==> src/rtl/if_pkg.sv <==
// Shared types for the instruction fetch stage: FSM state encoding and the
// prefetch queue entry. Entry field widths set the fetch unit's ADDR_W/INSTR_W.
package if_pkg;

    localparam int IF_ADDR_W  = 8;
    localparam int IF_INSTR_W = 8;

    typedef enum logic [1:0] {
        IDLE   = 2'd0,
        FETCH  = 2'd1,
        HALTED = 2'd2
    } if_state_t;

    typedef struct packed {
        logic [IF_ADDR_W-1:0]  pc;
        logic [IF_INSTR_W-1:0] instr;
    } if_entry_t;

endpackage

==> src/rtl/if_prefetch_queue.sv <==
// Circular FIFO holding fetched {pc, instr} pairs; flush beats push, and the
// head reads as zero while the queue is empty.
module if_prefetch_queue
    import if_pkg::*;
#(
    parameter int DEPTH = 4
) (
    input  logic                     clk,
    input  logic                     rst,
    input  logic                     push,
    input  if_entry_t                push_data,
    input  logic                     pop,
    input  logic                     flush,
    output logic [$clog2(DEPTH):0]   count,
    output if_entry_t                head
);

    localparam int PTR_W = $clog2(DEPTH);
    localparam int CNT_W = PTR_W + 1;

    if_entry_t          mem [DEPTH];
    logic [PTR_W-1:0]   wr_ptr;
    logic [PTR_W-1:0]   rd_ptr;

    // DEPTH is a power of two, so pointers wrap by natural overflow.
    always_ff @(posedge clk) begin
        if (rst || flush) begin
            wr_ptr <= '0;
            rd_ptr <= '0;
            count  <= '0;
        end else begin
            if (push) begin
                wr_ptr <= wr_ptr + PTR_W'(1);
            end
            if (pop) begin
                rd_ptr <= rd_ptr + PTR_W'(1);
            end
            case ({push, pop})
                2'b10:   count <= count + CNT_W'(1);
                2'b01:   count <= count - CNT_W'(1);
                default: count <= count;
            endcase
        end
    end

    always_ff @(posedge clk) begin
        if (push && !flush && !rst) begin
            mem[wr_ptr] <= push_data;
        end
    end

    assign head = (count != '0) ? mem[rd_ptr] : '0;

endmodule

==> src/rtl/instr_fetch_unit.sv <==
// Fetch stage: PC generation, one-cycle-latency imem requests, in-flight
// tracking and prefetch queue. IF_PERF_CNT_EN adds FetchCount/FlushCount.
//
// state  | meaning
// IDLE   | one settling cycle after reset, no requests
// FETCH  | issuing requests while queue credit allows
// HALTED | no new requests; queue keeps draining
module instr_fetch_unit
    import if_pkg::*;
#(
    parameter int                ADDR_W   = IF_ADDR_W,
    parameter int                INSTR_W  = IF_INSTR_W,
    parameter int                DEPTH    = 4,
    parameter logic [ADDR_W-1:0] RESET_PC = '0,
    parameter logic [ADDR_W-1:0] PC_STEP  = 1
) (
    input  logic                Clk,
    input  logic                Reset,
    input  logic                Redirect,
    input  logic [ADDR_W-1:0]   RedirectPC,
    input  logic                Halt,
    output logic                ImemReq,
    output logic [ADDR_W-1:0]   ImemAddr,
    input  logic [INSTR_W-1:0]  ImemRdata,
    output logic                IfValid,
    input  logic                IfReady,
    output logic [INSTR_W-1:0]  IfInstr,
    output logic [ADDR_W-1:0]   IfPC
`ifdef IF_PERF_CNT_EN
    ,
    output logic [15:0]         FetchCount,
    output logic [15:0]         FlushCount
`endif
);

    localparam int CNT_W = $clog2(DEPTH) + 1;

    if_state_t           state;
    if_state_t           state_next;
    logic [ADDR_W-1:0]   fetch_pc;
    logic                inflight;
    logic [ADDR_W-1:0]   inflight_pc;
    logic [CNT_W-1:0]    count;
    logic [CNT_W-1:0]    occupied;
    logic                has_credit;
    logic                push;
    logic                pop;
    if_entry_t           push_data;
    if_entry_t           head;

    // Reserve a slot for the outstanding response so the queue cannot overflow.
    assign occupied   = count + CNT_W'(inflight);
    assign has_credit = occupied < CNT_W'(DEPTH);

    always_ff @(posedge Clk) begin
        if (Reset) begin
            state <= IDLE;
        end else begin
            state <= state_next;
        end
    end

    always_comb begin
        state_next = state;
        ImemReq    = 1'b0;
        IfValid    = 1'b0;
        case (state)
            IDLE:    state_next = Halt ? HALTED : FETCH;
            FETCH:   if (Halt)  state_next = HALTED;
            HALTED:  if (!Halt) state_next = FETCH;
            default: state_next = IDLE;
        endcase
        if (Redirect) begin
            state_next = state;
        end
        ImemReq = (state == FETCH) && !Halt && !Redirect && has_credit;
        IfValid = (count != '0) && !Redirect;
    end

    always_ff @(posedge Clk) begin
        if (Reset) begin
            fetch_pc    <= RESET_PC;
            inflight    <= 1'b0;
            inflight_pc <= '0;
        end else if (Redirect) begin
            fetch_pc <= RedirectPC;
            inflight <= 1'b0;
        end else begin
            inflight <= ImemReq;
            if (ImemReq) begin
                fetch_pc    <= fetch_pc + PC_STEP;
                inflight_pc <= fetch_pc;
            end
        end
    end

    // A response landing in a redirect cycle belongs to the old path: drop it.
    assign push            = inflight && !Redirect;
    assign pop             = IfValid && IfReady;
    assign push_data.pc    = inflight_pc;
    assign push_data.instr = ImemRdata;

    if_prefetch_queue #(
        .DEPTH (DEPTH)
    ) u_queue (
        .clk       (Clk),
        .rst       (Reset),
        .push      (push),
        .push_data (push_data),
        .pop       (pop),
        .flush     (Redirect),
        .count     (count),
        .head      (head)
    );

    assign ImemAddr = fetch_pc;
    assign IfInstr  = head.instr;
    assign IfPC     = head.pc;

`ifdef IF_PERF_CNT_EN
    always_ff @(posedge Clk) begin
        if (Reset) begin
            FetchCount <= '0;
            FlushCount <= '0;
        end else begin
            if (pop && (FetchCount != 16'hFFFF)) begin
                FetchCount <= FetchCount + 16'd1;
            end
            if (Redirect && (FlushCount != 16'hFFFF)) begin
                FlushCount <= FlushCount + 16'd1;
            end
        end
    end
`endif

endmodule
==> config.mk <==
export PLATFORM = sky130hd
export DESIGN_NAME = instr_fetch_unit
export DESIGN_NICKNAME = d
export VERILOG_FILES = /design/src/rtl/if_pkg.sv /design/src/rtl/if_prefetch_queue.sv /design/src/rtl/instr_fetch_unit.sv
export SDC_FILE = /design/constraint.sdc
export NUM_CORES = 1
export LEC_CHECK = 0
export ABC_AREA = 1
export CAP_MARGIN = 40
export CORE_ASPECT_RATIO = 1.25
export CORE_UTILIZATION = 40
export CTS_CLUSTER_SIZE = 20
export DETAILED_ROUTE_END_ITERATION = 6
export DONT_BUFFER_PORTS = 1
export GPL_TIMING_DRIVEN = 0
export PLACE_DENSITY = 0.53
export SLEW_MARGIN = 0
export SYNTH_ARGS = -nofsm -noshare
export SYNTH_HDL_FRONTEND = slang
export SYNTH_SLANG_ARGS = --single-unit
==> constraint.sdc <==
create_clock -name Clk -period 2.3 [get_ports Clk]
set_clock_uncertainty 0.2 [all_clocks]
set_input_delay 0.575 -clock Clk [delete_from_list [all_inputs] [get_ports Clk]]
set_output_delay 0.575 -clock Clk [all_outputs]
set_load 0.005 [all_outputs]
== After elaboration in Yosys (flattened, before gate mapping) ==
Memory sizes are Yosys's and may differ from the RTL's. A register that Yosys moved wholly into a read port is not among the register bits.
Cells that the tools add are included.
Cells by class
  shifts and indexed selects: 0
  reductions and logical operators: 19
  $mul: 0
  div/mod/pow operators: 0
  $lt $le $gt $ge: 1
  add/sub/neg operators: 6
  equal/unequal tests: 6
  muxes and demuxes: 12
  bitwise operators: 1
Operators with widths (number)
  $mux W16: 1
  $mux W8: 2
  $mux W2: 5
  $add A8 B1 Y8 const B: 1
  $logic_and A1 B1 Y1: 8
  $pmux W2 S3: 1
  $pmux W3 S2: 1
  $add A2 B1 Y2 const B: 2
  $eq A2 B1 Y1 const B: 2
  $eq A2 B2 Y1 const B: 2
  $ne A2 B2 Y1 const B: 2
  $reduce_bool A2 Y1: 2
  $add A3 B1 Y3: 1
  $add A3 B1 Y3 const B: 1
  $logic_not A1 Y1: 3
  $lt A3 B3 Y1 const B: 1
  $reduce_and A3 Y1: 1
  $reduce_bool A3 Y1: 1
  $sub A3 B1 Y3 const B: 1
  $logic_not A2 Y1: 1
  $mux W1: 2
  $reduce_and A2 Y1: 1
  $reduce_or A2 Y1: 1
  $logic_or A1 B1 Y1: 1
  $not A1 Y1: 1
Word-level totals
  input port bits: 21
  output and inout port bits: 26
  latch bits: 0
  register bits after elaboration: 26
  memories: 1
  bits in writable memories: 64
  word-level logic and storage cells: 53
  memory bits (read-only): 0
Memories
  u_queue.mem: words 4, width 16, read ports 1, clocked after memory_dff 1, wr ports 1, line if_prefetch_queue.sv:21  | if_entry_t mem [DEPTH];

== Longest topological paths before layout ==
  word-level depth: 6
  depth in mapped cells: 11
  depth with buffers taken out: 11

== Modules after synthesis ==
Synthesis repeated with hierarchy kept, for this count alone.
Unflattened totals
  cells, all modules: 412
  area total of the unflattened synthesis: 4070.2 sq um
Modules (own cells, without submodules)
  if_prefetch_queue: area each 3060.4 sq um, times used 1, cells each 263, seq. area each 2102.0 sq um
  instr_fetch_unit: area each 1009.7 sq um, times used 1, cells each 149, seq. area each 380.4 sq um

== Worst setup path before layout ==
OpenSTA, ideal clock, no wires.
  kind: input to register
  start point: input Redirect
  end point: register u_queue.count[2]
  path buffers: 1
  arrival time: 1.929 ns
  stages: 10
  data required time: 1.978 ns
  path slack: 0.049 ns
  cell sequence: clkbuf_1 > nor2_1 > inv_1 > ha_1 > inv_1 > fa_1 > a21oi_1 > o21ai_0 > o21ai_0 > a21oi_1
Between the ends
  word-level cells in the longest chain between the ends: 5
  elaborated cells between the ends (all ways): 9
  those cells by class: eq/ne (2); mux (1); reduce/logical (6)
RTL lines
  start, declared: line instr_fetch_unit.sv:19  | input logic Redirect,
  $logic_not A1 Y1: line instr_fetch_unit.sv:77, instr_fetch_unit.sv:98
  $logic_and A1 B1 Y1: line instr_fetch_unit.sv:77  | IfValid = (count != '0) && !Redirect;
  $logic_and A1 B1 Y1: line instr_fetch_unit.sv:99  | assign pop = IfValid && IfReady;
  $eq A2 B1 Y1 / $eq A2 B2 Y1 (equally long branches): line if_prefetch_queue.sv:38  | case ({push, pop})
  $pmux W3 S2 / $reduce_bool A2 Y1 (equally long branches)
  end signal, assigned: line if_prefetch_queue.sv:39  | 2'b10: count <= count + CNT_W'(1);
  end signal, assigned: line if_prefetch_queue.sv:40  | 2'b01: count <= count - CNT_W'(1);
  end signal, assigned: line if_prefetch_queue.sv:41  | default: count <= count;
  end, declared: line if_prefetch_queue.sv:14  | output logic [$clog2(DEPTH):0] count,
Parallel ways exist; a longest one is shown, timed or not.
A chain may end at the register's enable or synchronous reset.

==> results.py <==
metrics = {
    "status": {
        "status": "completed",
    },
    "timing": {
        "fmax_mhz": 454,
        "finalHoldViolations": 0,
        "slew_headroom_pct": 64.0,
        "setup_viol": 0,
        "setup_ws_ns": 0.0961,
        "tightest_slew_ns": 0.540,
        "period_share_pct": 95.8,
        "slew_violations": 0,
        "fin_crit_ns": 2.20,
        "rsz0062_at_grt": "no",
    },
    "cts": {
        "h-tree-depth": 3,
        "cts.sinks": 92,
        "clk_path_buf_depth": 2,
        "clk_pin_slew_ns": 0.06,
        "numCtsBuffers": 9,
        "root_buffer": "clkbuf_16",
        "worst_skew_pair.late_latency_ns": 0.33,
        "cts_tree": "yes",
    },
    "synth": {
        "syn-num-nets": 421,
        "syn_inst": 393,
        "ys_types": 28,
        "ys.flop_type": "edfxtp_1",
        "synth_top_cell_area_share_pct": 49.4,
        "yosysWarningCount": 0,
        "synth-async-reset-ratio_pct": 0,
        "ys_ff_latch": 92,
        "ys_seq_area_share_pct": 63.8,
        "syn_area_mm2": 0.00389,
        "syn_area_per_cell_um2": 9.89,
        "synth_area_leaders": "edfxtp_1 49%, dfxtp_1 14%, nor2_1 7.7%",
        "synth_top_cell_by_area": "edfxtp_1",
        "synth-edff-count": 64,
    },
    "final_layout": {
        "drive_gt1_share_pct": 13.3,
        "area_growth_pct": 17.0,
        "final_common_cell": "nor2_1",
        "fill_cells": 854,
        "final_cell_mix": "75 x nor2_1, 64 x edfxtp_1, 54 x nand2_1",
        "nNetsFinal": 437,
        "diodes": 0,
        "final_area_mm2": 0.00455,
        "final_cell_count_no_fill": 537,
    },
    "pwr": {
        "combPwrFrac_pct": 2.0,
        "clkPwrFrac_pct": 46.5,
        "p_int_uw": 2830,
        "power.share.switching_pct": 18.7,
        "sequentialPowerShare_pct": 51.5,
        "power_switching_uw": 651,
        "p_leak_uw": 0.00163,
        "ir_drop_uv": 416,
        "power.density_mw_per_mm2": 766,
    },
    "flow_run": {
        "cap_violations": 0,
    },
    "worst_hold_path": {
        "hp-start": "Reset",
        "holdPathEnd": "inflight",
        "hold_depth": 1,
        "hp-class": "in -> reg",
    },
    "global_route": {
        "antenna_found_initial": 0,
        "grt_pass1_vias": 2608,
        "grt_pass1_wl_mm": 13.1,
        "grt_use_total_pct": 17.1,
        "grt_max_degree": 15,
        "grt_overflow": 0,
    },
    "die": {
        "chipWidth_um": 90.2,
        "dieArea_mm2": 0.0101,
        "ioPinCount": 47,
        "dieHeight_um": 112,
        "rows": 39,
        "start_util_pct": 41.9,
        "core_region_area_mm2": 0.00927,
    },
    "setup_path": {
        "cp.required_ns": 1.52,
        "critPathCaptureType": "primary output",
        "crit_type": "reg -> out",
        "r2r_slack_ns": 0.13,
        "r2r_start": "u_queue.count[1]",
        "cp.arrival_ns": 1.43,
        "worstPathMaxFanout": 10,
        "start_kind": "flop",
        "rr_endpoint": "u_queue.count[2]",
        "ff2ff_path_depth": 11,
    },
    "place": {
        "portBuffers": 0,
        "dp.cells": 520,
        "post-place-ws_ns": -0.299,
        "hpwl_mm": 5.60,
        "gp_congestion": 0.799,
        "postPlaceCellArea_mm2": 0.00411,
    },
    "routing": {
        "drtPass1Iterations": 4,
        "wl_per_cell_um": 15.2,
        "antenna_left": 0,
        "route.detailed.drc": 0,
        "wl_mm": 8.18,
        "drtIter0Drc": 87,
        "vias": 2647,
        "vias_per_cell": 4.93,
    },
}
critical path, stage by stage, from the launching register on:
cell and delay (ns):
dfxtp_1 0.31, buf_4 0.15, buf_6 0.16, nor2_1 0.06
nor2_1 0.08, o21ai_0 0.10, a21oi_1 0.24
Yosys cell counts, types with 2 or more instances:
| cell | n |
|---|---|
| a21oi_1 | 39 |
| buf_2 | 7 |
| clkbuf_1 | 7 |
| dfxtp_1 | 28 |
| edfxtp_1 | 64 |
| ha_1 | 6 |
| inv_1 | 28 |
| inv_2 | 2 |
| nand2_1 | 54 |
| nand3_1 | 15 |
| nand4_1 | 2 |
| nor2_1 | 80 |
| nor2_4 | 2 |
| o21ai_0 | 42 |
| o21ai_1 | 2 |
| o21bai_1 | 2 |
| xor2_1 | 2 |
per-stage QoR:
step	hold slack (ns)	total power [uW]	util, %	TNS, ns
global placement	0.261	1900	43.6	-39.22
global route	0.0991	3580	49.1	0
CTS	0.0963	3510	48.6	0
finish	0.107	3480	49.1	0
floorplan	0.249	1880	-	0
detailed placement	0.265	1900	44.3	-1.26
cells by family after synthesis:
group	count (synthesis)	share of synthesized area [%]
flops	92	63.8
compound gates	86	11.3
simple gates	158	16.7
buf+inv	47	5.05
fa+ha+maj	7	2.45
xor+xnor	3	0.676
routing by layer:
| metal | vias to the layer above | track usage, % | share of wire, % |
|---|---|---|---|
| met5 | - | 0 | 0 |
| met4 | 0 | 9.35 | 2.1 |
| met3 | 10 | 3.79 | 4.3 |
| met2 | 53 | 29.4 | 49 |
| met1 | 1231 | 19.7 | 44 |
| li1 | 1353 | - | - |
final cells by class:
type,count,area [um2],share of cell area [%]
Multi-Input combinational cell,254,1240,27.3
Sequential cell,92,2490,54.7
Inverter,30,115,2.53
Buffer,17,150,3.30
Timing Repair Buffer,5,60.1,1.32
Tap cell,123,154,3.38
Clock inverter,2,35.0,0.770
Clock buffer,14,307,6.74
power by group through the flow:
stage	registers, uW	logic, uW	clock network (uW)
2_1_floorplan	1820	56.2	0
3_3_place_gp	1830	68.5	0
3_5_place_dp	1830	69.7	0
4_1_cts	1790	70.3	1650
5_1_grt	1790	83.1	1700
6_report	1790	70.2	1620
worst max path at each step:
stage,to,slack (ns),cells past startpoint
after floorplan,u_queue.count[2],0.05,10
after global placement,u_queue.mem[2][7],-0.64,3
after detailed placement,u_queue.count[1],-0.30,10
after CTS,u_queue.count[2],0.005,11
after global routing,u_queue.count[2],0.002,11
final,IfPC[7],0.1,6
state kept, by name, summed over array words and instances, names as in the netlist, named ones only:
register        flops
u_queue.wr_ptr      2
inflight_pc         8
u_queue.rd_ptr      2
u_queue.count       3
ImemAddr            8
inflight            1
state               2
u_queue.mem        64
what timing repair did:
action / CTS / global route
setup endpoints to repair: 20 / 13
pin swaps: 2 / 4
buffers inserted: 1 / 0
gates resized for setup: 21 / 24
hold buffers: 0 / 0
Note: power is estimated with default switching activity, not from simulation.
